File: config.mk
export PLATFORM = sky130hd
export DESIGN_NAME = credit_sender
export DESIGN_NICKNAME = d
export VERILOG_FILES = /design/src/rtl/credit_sender.sv
export SDC_FILE = /design/constraint.sdc
export NUM_CORES = 1
export LEC_CHECK = 0
export BUFFER_PORTS_ARGS = -buffer_cell sky130_fd_sc_hd__buf_4
export CORE_MARGIN = 4
export CORE_UTILIZATION = 40
export CTS_CLUSTER_SIZE = 12
export DETAILED_ROUTE_END_ITERATION = 16
export GPL_TIMING_DRIVEN = 0
export PLACE_DENSITY_LB_ADDON = 0.25
export SLEW_MARGIN = 40
export SYNTH_ARGS = -nofsm -noshare
export SYNTH_HDL_FRONTEND = slang
export SYNTH_SLANG_ARGS = --single-unit
File: constraint.sdc
create_clock -name clk_i -period 3.6 [get_ports clk_i]
set_input_delay 0.54 -clock clk_i [delete_from_list [all_inputs] [get_ports clk_i]]
set_output_delay 0.54 -clock clk_i [all_outputs]
set_load 0.03 [all_outputs]
File: src/rtl/credit_sender.sv
// credit_sender: ready/valid to credit-link transmitter with saturating credit counter.
// Optional sticky overflow detection: CREDIT_SENDER_OVERFLOW_CHECK_EN. Rev 1.0
`default_nettype none

module credit_sender #(
  parameter int Width       = 8,
  parameter int MaxCredits  = 4,
  parameter int CreditWidth = $clog2(MaxCredits + 1)
) (
  input  logic                   clk_i,
  input  logic                   rst_ni,
  input  logic                   valid_i,
  input  logic [Width-1:0]       data_i,
  output logic                   ready_o,
  output logic                   valid_o,
  output logic [Width-1:0]       data_o,
  input  logic                   credit_i,
  output logic [CreditWidth-1:0] credits_o,
  output logic                   idle_o,
  output logic                   err_o
);

  localparam logic [CreditWidth-1:0] MaxCreditsC = CreditWidth'(MaxCredits);
  localparam logic [CreditWidth-1:0] OneC        = CreditWidth'(1);

  logic [CreditWidth-1:0] credits_d, credits_q;
  logic                   valid_d, valid_q;
  logic [Width-1:0]       data_d, data_q;
  logic                   send;

  assign ready_o = (credits_q != '0);
  assign send    = valid_i & ready_o;

  always_comb begin
    credits_d = credits_q;
    valid_d   = send;
    data_d    = data_q;
    if (send) begin
      data_d = data_i;
    end
    // A credit with no send at full count saturates instead of wrapping.
    if (send && !credit_i) begin
      credits_d = credits_q - OneC;
    end else if (!send && credit_i && (credits_q != MaxCreditsC)) begin
      credits_d = credits_q + OneC;
    end
  end

  always_ff @(posedge clk_i or negedge rst_ni) begin
    if (!rst_ni) begin
      credits_q <= MaxCreditsC;
      valid_q   <= 1'b0;
      data_q    <= '0;
    end else begin
      credits_q <= credits_d;
      valid_q   <= valid_d;
      data_q    <= data_d;
    end
  end

  assign credits_o = credits_q;
  assign valid_o   = valid_q;
  assign data_o    = data_q;
  assign idle_o    = (credits_q == MaxCreditsC) & ~valid_q;

`ifdef CREDIT_SENDER_OVERFLOW_CHECK_EN
  logic overflow;
  logic err_d, err_q;

  assign overflow = credit_i & ~send & (credits_q == MaxCreditsC);

  always_comb begin
    err_d = err_q | overflow;
  end

  always_ff @(posedge clk_i or negedge rst_ni) begin
    if (!rst_ni) begin
      err_q <= 1'b0;
    end else begin
      err_q <= err_d;
    end
  end

  assign err_o = err_q;
`else
  assign err_o = 1'b0;
`endif

endmodule

`default_nettype wire

# After elaboration in Yosys (flattened, before gate mapping)
# Index checks and enable logic that the tools add are counted.
totals:
  in_bits: 12
  output_inout_bits: 15
  n_memories: 0
  latch_bits: 0
  romBits: 0
  ramBits: 0
  regBits: 12
op_classes:
  n_mux: 2
  n_addsub: 2
  mul: 0
  reduce_logical: 7
  n_lt_le_gt_ge: 0
  n_div: 0
  bitwise_logic: 3
  eq_ne: 2
  shift: 0
op_table:
  columns: ["op", "n"]
  rows:
  - ["$mux W3", 2]
  - ["$add A3 B1 Y3 const B", 1]
  - ["$eq A3 B3 Y1 const B", 1]
  - ["$logic_and A1 B1 Y1", 3]
  - ["$ne A3 B3 Y1 const B", 1]
  - ["$reduce_bool A3 Y1", 1]
  - ["$sub A3 B1 Y3 const B", 1]
  - ["$and A1 B1 Y1", 2]
  - ["$logic_not A1 Y1", 2]
  - ["$reduce_bool A2 Y1", 1]
  - ["$not A1 Y1", 1]

# Logic depth before layout (Yosys ltp)
# Gate-level depths: netlist of the first run.
depth:
  depth_word: 7
  ltp_mapped: 7

# Worst setup path before layout of the first run
# OpenSTA, ideal clock, no wires.
synth_timing:
  path_kind: "register to register"
  start: "register credits_q[2], in the netlist credits_o[2]"
  end: "register credits_q[1], in the netlist credits_o[1]"
  path_buffers: 0
  setup_slack_ns: 1.298
  arrival_ns: 2.215
  path_stages_with_launch: 8
  path_cell_list: "dfstp_2 -> or3_4 -> nand2_8 -> or2_2 -> fa_1 -> o21ba_2 -> o211ai_1 -> a22oi_1"
synth_between:
  elab_chain_cells: 6
synth_lines:
  columns: ["item", "line", "text"]
  rows:
  - ["from (decl)", "26", "logic [CreditWidth-1:0] credits_d, credits_q;"]
  - ["from (signal assigned)", "51", "credits_q <= MaxCreditsC;"]
  - ["from (signal assigned)", "55", "credits_q <= credits_d;"]
  - ["$reduce_bool A3 Y1 *", "31", "assign ready_o = (credits_q != '0);"]
  - ["named net ready_o", "14", "output logic ready_o,"]
  - ["$and A1 B1 Y1 *", "32", "assign send = valid_i & ready_o;"]
  - ["$logic_not A1 Y1", "44", "end else if (!send && credit_i && (credits_q != MaxCreditsC)) begin"]
  - ["$logic_and A1 B1 Y1 (2 in a row)", "44", null]
  - ["$reduce_bool A2 Y1 (no source line)", null, null]
# Mark *: on every way through the listed nets, which the timed path passes. The rest lies on a longest branch.
# A chain may end at the register's enable or synchronous reset.

# Worst setup path after layout of the first run
layout_timing:
  start: "register credits_q[2], in the netlist credits_o[2]"
  end: "register credits_q[1], in the netlist credits_o[1]"
layout_between:
  elab_chain_cells: 6
layout_lines:
  columns: ["item", "line"]
  rows:
  - ["$reduce_bool A3 Y1", "31"]
  - ["$and A1 B1 Y1", "32"]
  - ["$logic_not A1 Y1", "44"]
  - ["$logic_and A1 B1 Y1 (2 in a row)", "44"]
  - ["$reduce_bool A2 Y1 (no source line)", null]
# Parallel ways exist; a longest one is shown, timed or not.

==> results of run 1 <==
layout make-up:
class / count / area share (%)
buffer: 3 / 1.85
inverter: 3 / 1.28
clock buffer: 4 / 4.13
sequential: 12 / 34.3
multi-input combinational: 33 / 35.7
timing repair buffer: 24 / 20.5
tap: 16 / 2.28
cells by family (layout without fill, tap and decap cells):
| logic type | count (synthesis) | in the layout |
|---|---|---|
| DFF | 12 | 12 |
| other | 1 | 1 |
| xor gates and xnor gates | 2 | 2 |
| adders and majority gates | 1 | 1 |
| buffers and inverters | 6 | 34 |
| AOI/OAI and AO/OA | 9 | 9 |
| and+or+nand+nor | 12 | 12 |
| muxes | 8 | 8 |
through the flow:
stage               hold WS [ps]  worst slack, ps  cells  utilization, %
detailed placement           388             1340     91            56.0
CTS                         79.1             1360     95            58.4
finish                      87.8             1360     95            58.4
global route                79.4             1220     95            58.4
global placement             384             1370     91            56.0
floorplan                    244             1300     51               -
worst min-delay path by stage:
stage / end / start / slack, ps / cells past startpoint
after CTS: data_o[3] / rst_ni / 80 / 1
after detailed placement: data_o[3] / rst_ni / 390 / 1
after global placement: data_o[3] / rst_ni / 380 / 1
final: data_o[3] / rst_ni / 90 / 1
after global routing: data_o[5] / rst_ni / 80 / 1
after floorplan: credits_o[0] / rst_ni / 240 / 0
flip-flops by register name, summed over array words and instances, names as in the netlist:
register   flops
valid_o        1
data_o         8
credits_o      3
critical path: stages (launching register included):
cell and delay (ps):
dfstp_2 620, or3_4 180, nand2_8 90, or2_2 300
fa_1 450, o21ba_2 240, o211ai_1 80, a22oi_1 190
layout by cell type (no fill, tap or decap):
cell type	count
mux2_4	8
clkbuf_4	3
nand2_8	1
or2_2	1
o41a_1	1
o32ai_1	1
conb_1	1
nand2_1	1
dfrtp_1	11
buf_4	25
nand3_1	2
fa_1	1
xor2_1	2
inv_1	3
o21ai_0	3
and3_2	1
nor2b_1	1
o21ba_2	1
buf_2	1
nor2_1	3
clkbuf_1	1
or3_4	1
nor4b_1	1
clkbuf_8	1
dfstp_2	1
a22oi_1	1
o211ai_1	2
power breakdown:
| part | total (W) | internal (W) | switching, W |
|---|---|---|---|
| combinational | 0.000452 | 0.000207 | 0.000245 |
| clock | 0.000107 | 0.0000615 | 0.0000452 |
| sequential | 0.000250 | 0.000194 | 0.0000557 |
| total | 0.000809 | 0.000463 | 0.000345 |
per-layer routing:
metal	wire length, um	GRT usage (%)
met5	0	0
met2	677	19.3
met4	15	6.45
met1	517	15.8
met3	89	5.54
==> run_results.csv, run 1 <==
group,metric,value,unit
sta,fmax,0.447,GHz
synthesis,yosysTopAreaCell,"dfrtp_1",
synthesis,yosys.area_share.simple,13.2,%
global_route,grt_max_degree,13,
worst_setup_path,crit_end,"credits_o[1]",
floorplanning,start_util,42.7,%
synthesis,synth-edff-count,0,
clock_tree,cts_tree,"built",
routing,drt-initial-drc-count,6,
synthesis,synth_fa_ha_area_share,3.11,%
worst_setup_path,cp_data_arrival_time,2430,ps
routing,avgViaCountPerCell,5.01,
floorplanning,io-pin-count,27,
routing,wl_per_cell,13.7,um
global_route,grt_pass1_wl,1.95,mm
synthesis,synthFlopType,"dfrtp_1",
clock_tree,path_clk_slew,80,ps
clock_tree,clk_path_buf_depth,2,
cells_and_area,final_area,880,um^2
synthesis,synthCells,51,
clock_tree,h-tree-depth,1,
clock_tree,clk_latency,270,ps
synthesis,yosys-top-cells-area,"dfrtp_1 (43%), mux2_4 (19%), dfstp_2 (4.1%), fa_1 (3.1%), nand2_8 (3.1%)",
cells_and_area,n_fill_cell,140,
global_route,antenna_found_initial,0,
worst_setup_path,rr_endpoint,"credits_o[1]",
synthesis,synth_nets,64,
synthesis,yosys_warnings,0,
worst_hold_path,hp-class,"in2async",
clock_tree,cts-root-buf,"clkbuf_4",
sta,fin_crit,2240,ps
sta,period_share,62.1,%
synthesis,synth_top_area_share,42.8,%
cells_and_area,final_nets,93,
worst_setup_path,path_class,"reg2reg",
synthesis,syn_area,643,um^2
pwr,p_per_area,919,nW/um^2
worst_setup_path,reg2reg_from,"credits_o[2]",
cells_and_area,drive_gt1_share,55.7,%
synthesis,synth_top_family_by_area,"multiplexers",
synthesis,yosysMostFrequentCell,"dfrtp_1",
clock_tree,cts.sinks,12,
routing,ant_nets,0,
floorplanning,die_w,48.1,um
worst_setup_path,rr_worst_depth,7,
pwr,leakagePower,0.432,nW
sta,rsz0062_at_grt,"false",
synthesis,synthMuxAreaShare,18.7,%
synthesis,yosys.cell_types.count,25,
pwr,ir_drop,0.437,mV
cells_and_area,multiInputGateArea,314,um^2
place,routabilityCongestion,0.737,
synthesis,avgSynthCellArea,12.6,um^2
cells_and_area,regArea,302,um^2
clock_tree,numCtsBuffers,3,
clock_tree,post_cts_buffers,0,
routing,drc,0,
worst_setup_path,crit_required,3800,ps
global_route,grt.total_usage,12.9,%
run,maxCapViolCount,0,
place,place_area,843,um^2
sta,setup_viol,0,
floorplanning,die_area,2310,um^2
sta,fin_tns_setup,0,ps
worst_setup_path,critical_path.max_fanout,10,
worst_setup_path,startpoint,"credits_o[2]",
synthesis,ys_seq_area_share,46.9,%
outcome,status,"completed",
clock_tree,hold_buffers,0,
routing,totalWireLength,1.30,mm
routing,dr.pass1.iters,2,
cells_and_area,antennaDiodeCount,0,
synthesis,ys_async_sr_fraction,100,%
worst_setup_path,cp-start-kind,"flip-flop",
cells_and_area,synthToLayoutAreaGrowth,36.8,%
sta,finalHoldViolations,0,
synthesis,synth-compound-area-share,10.5,%
pwr,total_power,0.000809,W
sta,slew_viol_final,0,
routing,via_count,476,
place,portBuffers,24,
synthesis,synth_seq_cells,12,
worst_setup_path,rrSetupSlack,1360,ps
worst_setup_path,cp-end-kind,"flip-flop",
synthesis,synthXorXnorAreaFrac,2.72,%
floorplanning,fp-row-count,14,
floorplanning,core,1510,um^2
synthesis,synthTopCellsByCount,"dfrtp_1 (11), mux2_4 (8), inv_1 (3), nor2_1 (3), o21ai_0 (3)",
sta,fin_skew,3.78,ps
global_route,first_global_vias,436,
floorplanning,die_h,48.1,um
clock_tree,post_cts_resized,0,
global_route,grt.overflow.total,0,
No activity file was read; power rests on OpenSTA's default activity.
==> run 2, diff against run 1 <==
==> constraint.sdc (replaced) <==
create_clock -name clk_i -period 2.31 [get_ports clk_i]
set_input_delay 0.3465 -clock clk_i [delete_from_list [all_inputs] [get_ports clk_i]]
set_output_delay 0.3465 -clock clk_i [all_outputs]
set_load 0.03 [all_outputs]
==> run 2 against run 1 <==
Clock-buffer cell count is the same. Non-clock buffer count is 2 higher. Global-route usage grew 0.38 points.
==> run_results.csv, run 2 (same netlist as run 1, synthesis figures left out) <==
group,metric,value,unit
cells_and_area,synthToLayoutAreaGrowth,39.5,%
cells_and_area,final_nets,95,
floorplanning,core,1510,um^2
sta,fin_tns_setup,0,ps
cells_and_area,final_common_cell,"buf_4",
sta,period_share,94.6,%
clock_tree,cts-root-buf,"clkbuf_4",
place,post-place-ws,78.4,ps
sta,finalHoldViolations,0,
run,maxCapViolCount,0,
global_route,grt_pass1_wl,2.00,mm
global_route,grt.total_usage,13.2,%
clock_tree,numCtsBuffers,3,
worst_setup_path,cp_data_arrival_time,2380,ps
routing,dr.pass1.iters,4,
floorplanning,die_w,48.1,um
worst_setup_path,crit_required,2510,ps
sta,slew_viol_final,0,
floorplanning,io-pin-count,27,
floorplanning,start_util,42.7,%
worst_setup_path,cp-start-kind,"flip-flop",
pwr,ir_drop,0.680,mV
routing,ant_nets,0,
sta,fin_ws,125,ps
worst_hold_path,hp-class,"in2reg",
worst_setup_path,critical_path.max_fanout,10,
sta,rsz0062_at_grt,"false",
cells_and_area,n_fill_cell,138,
cells_and_area,final_cell_mix,"buf_4 (26), dfrtp_1 (11), mux2_4 (8)",
cells_and_area,final_util,59.6,%
clock_tree,path_clk_slew,80,ps
global_route,grt_max_degree,13,
routing,via_count,495,
cells_and_area,largest_register_ffs,8,
global_route,antenna_found_initial,0,
pwr,leakagePower,0.441,nW
worst_setup_path,path_class,"reg2reg",
sta,fmax,0.458,GHz
floorplanning,die_h,48.1,um
pwr,total_power,0.00128,W
sta,setup_viol,0,
cells_and_area,drive_gt1_share,55.6,%
sta,fin_crit,2180,ps
clock_tree,cts.sinks,12,
global_route,grt.overflow.total,0,
global_route,first_global_vias,446,
floorplanning,die_area,2310,um^2
cells_and_area,antennaDiodeCount,0,
routing,avgViaCountPerCell,5.10,
routing,drt-initial-drc-count,8,
routing,wl_per_cell,14.1,um
routing,totalWireLength,1.37,mm
place,portBuffers,24,
routing,drc,0,
pwr,p_per_area,1420,nW/um^2
place,routabilityCongestion,0.737,
clock_tree,h-tree-depth,1,
sta,fin_skew,3.89,ps
clock_tree,cts_tree,"built",
clock_tree,clk_path_buf_depth,2,
clock_tree,clk_latency,270,ps
outcome,status,"completed",
floorplanning,fp-row-count,14,
worst_setup_path,cp-end-kind,"flip-flop",
run 2: changes by cell type in the layout (fill, tap and decap cells not counted), sizes merged:
cell / change
buf: +1
dlygate4sd3: +1
run 2: worst max-delay path: stages (launching register included):
cell	delay [ps]
dfrtp_1	450
or3_4	450
nand2_8	140
or2_2	130
fa_1	420
o21ba_2	240
o211ai_1	80
a22oi_1	190
run 2: worst paths after layout:
kind                            cells past startpoint  slack, ps      endpoint          from
worst max-delay path                                7        130  credits_o[1]  credits_o[1]
worst min-delay path                                2        300     data_o[6]     data_i[6]
worst max register to register                      7        130  credits_o[1]  credits_o[1]
worst min register to register                      1        510     data_o[5]     data_o[5]
max in group asynchronous                           2       1620  credits_o[2]        rst_ni
min in group asynchronous                           2        460     data_o[7]        rst_ni
run 2: final cells by class:
class	instances	area, um^2	area share, %
clock buffer	4	36.3	4.04
tap	16	20.0	2.23
timing repair buffer	26	198	22.0
buffer	3	16.3	1.81
multi-input combinational	33	314	35.0
sequential	12	302	33.6
inverter	3	11.3	1.26
run 2: routing by layer:
layer | share of wire, % | vias to the layer above | global-route usage, %
li1 | - | 237 | -
met1 | 39 | 237 | 16.0
met4 | 1.1 | 0 | 6.45
met2 | 52 | 19 | 20.3
met3 | 7.3 | 2 | 5.54
met5 | 0 | - | 0
run 2: timing repair:
item	4_1_cts	5_1_grt
setup endpoints to repair	0	1
hold buffers	1	0
setup buffers	0	1
resized for setup	0	0
hold endpoints to repair	11	0
run 2: where the power goes:
group,total (W),leakage (nW),internal (W),switching [W]
registers,0.000377,0.140,0.000302,0.0000745
logic,0.000733,0.280,0.000335,0.000398
clock network,0.000166,0.0210,0.0000958,0.0000705
total,0.00128,0.441,0.000734,0.000543
run 2: per-stage QoR:
step	std cells	area (um^2)	hold slack, ps
final	97	897	299
after global routing	97	897	283
after CTS	96	890	285
after detailed placement	91	843	195
after global placement	91	843	190
after floorplan	51	643	50.9
==> run 3, diff against run 2 <==
--- a/config.mk
+++ b/config.mk
@@ -6,6 +6,7 @@
 export NUM_CORES = 1
 export LEC_CHECK = 0
 export BUFFER_PORTS_ARGS = -buffer_cell sky130_fd_sc_hd__buf_4
+export CAP_MARGIN = 30
 export CORE_MARGIN = 4
 export CORE_UTILIZATION = 40
 export CTS_CLUSTER_SIZE = 12
==> constraint.sdc (replaced) <==
create_clock -name clk_i -period 2.31 [get_ports clk_i]
set_input_delay 0 -clock clk_i [delete_from_list [all_inputs] [get_ports clk_i]]
set_output_delay 0 -clock clk_i [all_outputs]
set_load 0.03 [all_outputs]
==> run 3 against run 2 <==
Worst hold slack worse by 200 ps. Combinational power is 2% higher. Final area is 8.9% higher. Highest routed layer unchanged. Largest cell class unchanged. Largest power group unchanged.
==> run_results.csv, run 3 (same netlist as run 1, synthesis figures left out) <==
group,metric,value,unit
pwr,p_clk_share,13.0,%
place,post-place-ws,78.4,ps
worst_setup_path,cp_data_arrival_time,2380,ps
cells_and_area,regArea,302,um^2
clock_tree,path_clk_slew,80,ps
routing,wl_per_cell,14.5,um
pwr,p_int,0.000743,W
pwr,leakagePower,0.474,nW
routing,ant_nets,0,
clock_tree,post_cts_resized,0,
sta,fin_crit,2190,ps
clock_tree,clk_latency,280,ps
clock_tree,cts-root-buf,"clkbuf_4",
place,place_area,843,um^2
clock_tree,cts.sinks,12,
pwr,switchingPower,0.000550,W
floorplanning,die_h,48.1,um
routing,drt-initial-drc-count,7,
worst_setup_path,cp_cell_sequence,"or3_4 -> nand2_8 -> or2_2 -> fa_1 -> o21ba_2 -> o211ai_1 -> a22oi_1",
pwr,seq_power_share,29.3,%
floorplanning,die_w,48.1,um
worst_setup_path,cp_slowest_stage_delay,450,ps
sta,fin_ws,123,ps
floorplanning,fp-row-count,14,
global_route,first_global_vias,475,
worst_hold_path,hp-class,"in2reg",
global_route,antenna_found_initial,0,
worst_setup_path,crit_buf_inv,0,
cells_and_area,drive_gt1_share,50.6,%
worst_setup_path,critical_path.max_fanout,10,
pwr,p_per_area,1320,nW/um^2
cells_and_area,final_nets,103,
routing,via_count,512,
pwr,swShare,42.5,%
routing,avgViaCountPerCell,4.88,
global_route,grt_pass1_wl,2.24,mm
floorplanning,die_area,2310,um^2
outcome,status,"completed",
routing,totalWireLength,1.52,mm
sta,fin_skew,4.95,ps
sta,setup_viol,0,
sta,fmax,0.457,GHz
clock_tree,clk_path_buf_depth,2,
sta,fin_tns_setup,0,ps
cells_and_area,n_fill_cell,133,
sta,slew_viol_final,0,
floorplanning,start_util,42.7,%
floorplanning,io-pin-count,27,
sta,period_share,94.7,%
clock_tree,numCtsBuffers,3,
worst_setup_path,cp_top_family,"simple AND/OR/NAND/NOR gates",
pwr,total_power,0.00129,W
clock_tree,h-tree-depth,1,
sta,rsz0062_at_grt,"false",
routing,drc,0,
run,maxCapViolCount,0,
worst_setup_path,worst_path_max_delay_cell,"dfrtp_1",
worst_setup_path,crit_required,2510,ps
place,routabilityCongestion,0.737,
global_route,grt_max_degree,13,
routing,dr.pass1.iters,4,
worst_setup_path,path_class,"reg2reg",
cells_and_area,antennaDiodeCount,0,
cells_and_area,synthToLayoutAreaGrowth,51.9,%
cells_and_area,largest_register_ffs,8,
floorplanning,core,1510,um^2
cells_and_area,final_cell_mix,"buf_4 (26), dfrtp_1 (11), dlygate4sd3_1 (9)",
cells_and_area,multiInputGateArea,314,um^2
clock_tree,cts_tree,"built",
sta,finalHoldViolations,0,
pwr,combPwrFrac,57.7,%
worst_setup_path,cp-start-kind,"flip-flop",
worst_setup_path,cp-end-kind,"flip-flop",
pwr,ir_drop,0.683,mV
global_route,grt.overflow.total,0,
cells_and_area,final_area,977,um^2
global_route,grt.total_usage,14.8,%
cells_and_area,final_common_cell,"buf_4",
place,portBuffers,24,
[run 3: changes by cell type in the layout (fill, tap and decap cells not counted), sizes merged]
cell / previous run / this run
dlygate4sd3: 1 / 9
[run 3: metal layers]
layer / part of all wire, % / routed length, um / global-route usage (%) / vias to the layer above
met5: 0 / 0 / 0 / -
met4: 0.99 / 15 / 6.45 / 0
met3: 6.1 / 92 / 5.54 / 2
met2: 53 / 805 / 22.7 / 16
met1: 40 / 605 / 18.6 / 242
li1: - / - / - / 252
[run 3: layout make-up]
class,instances,share of cell area (%)
Timing Repair Buffer,34,28.4
Multi-Input combinational cell,33,32.1
Tap cell,16,2.05
Clock buffer,4,3.71
Inverter,3,1.15
Sequential cell,12,30.9
Buffer,3,1.66
[run 3: what timing repair did]
action                                  CTS  global route
buffers inserted                          0             1
endpoints found under the setup margin    0             1
endpoints found under the hold margin    20             0
hold buffers                              9             0
[run 3: power groups by stage]
| stage | logic [W] | registers [W] | clock network [W] |
|---|---|---|---|
| after global placement | 0.000699 | 0.000388 | 0 |
| after global routing | 0.000793 | 0.000391 | 0.000186 |
| after CTS | 0.000724 | 0.000389 | 0.000175 |
| after floorplan | 0.000322 | 0.000546 | 0 |
| after detailed placement | 0.000711 | 0.000392 | 0 |
| final | 0.000746 | 0.000379 | 0.000168 |
[run 3: worst register-to-register path: cells and delay by family, from the launching register on]
| family | cells | cell delay, ps |
|---|---|---|
| and+or+nand+nor | 3 | 730 |
| adders and majority gates | 1 | 420 |
| DFF | 1 | 450 |
| AOI/OAI and AO/OA | 3 | 510 |
[run 3: per-stage QoR]
step                      util [%]  cells  hold WS (ps)
after floorplan                  -     51          -296
after global placement        56.0     91          -156
after detailed placement      56.0     91          -152
after CTS                     64.4    104          82.4
after global routing          64.9    105           114
final                         64.9    105          95.9
[run 3: final timing paths]
check	end	from	cells past startpoint	slack (ps)
worst max-delay path	credits_o[1]	credits_o[1]	7	120
worst min-delay path	credits_o[0]	credit_i	4	100
worst max register to register	credits_o[1]	credits_o[1]	7	120
worst min register to register	data_o[5]	data_o[5]	1	510
max in group asynchronous	credits_o[2]	rst_ni	2	1970
min in group asynchronous	data_o[3]	rst_ni	2	110
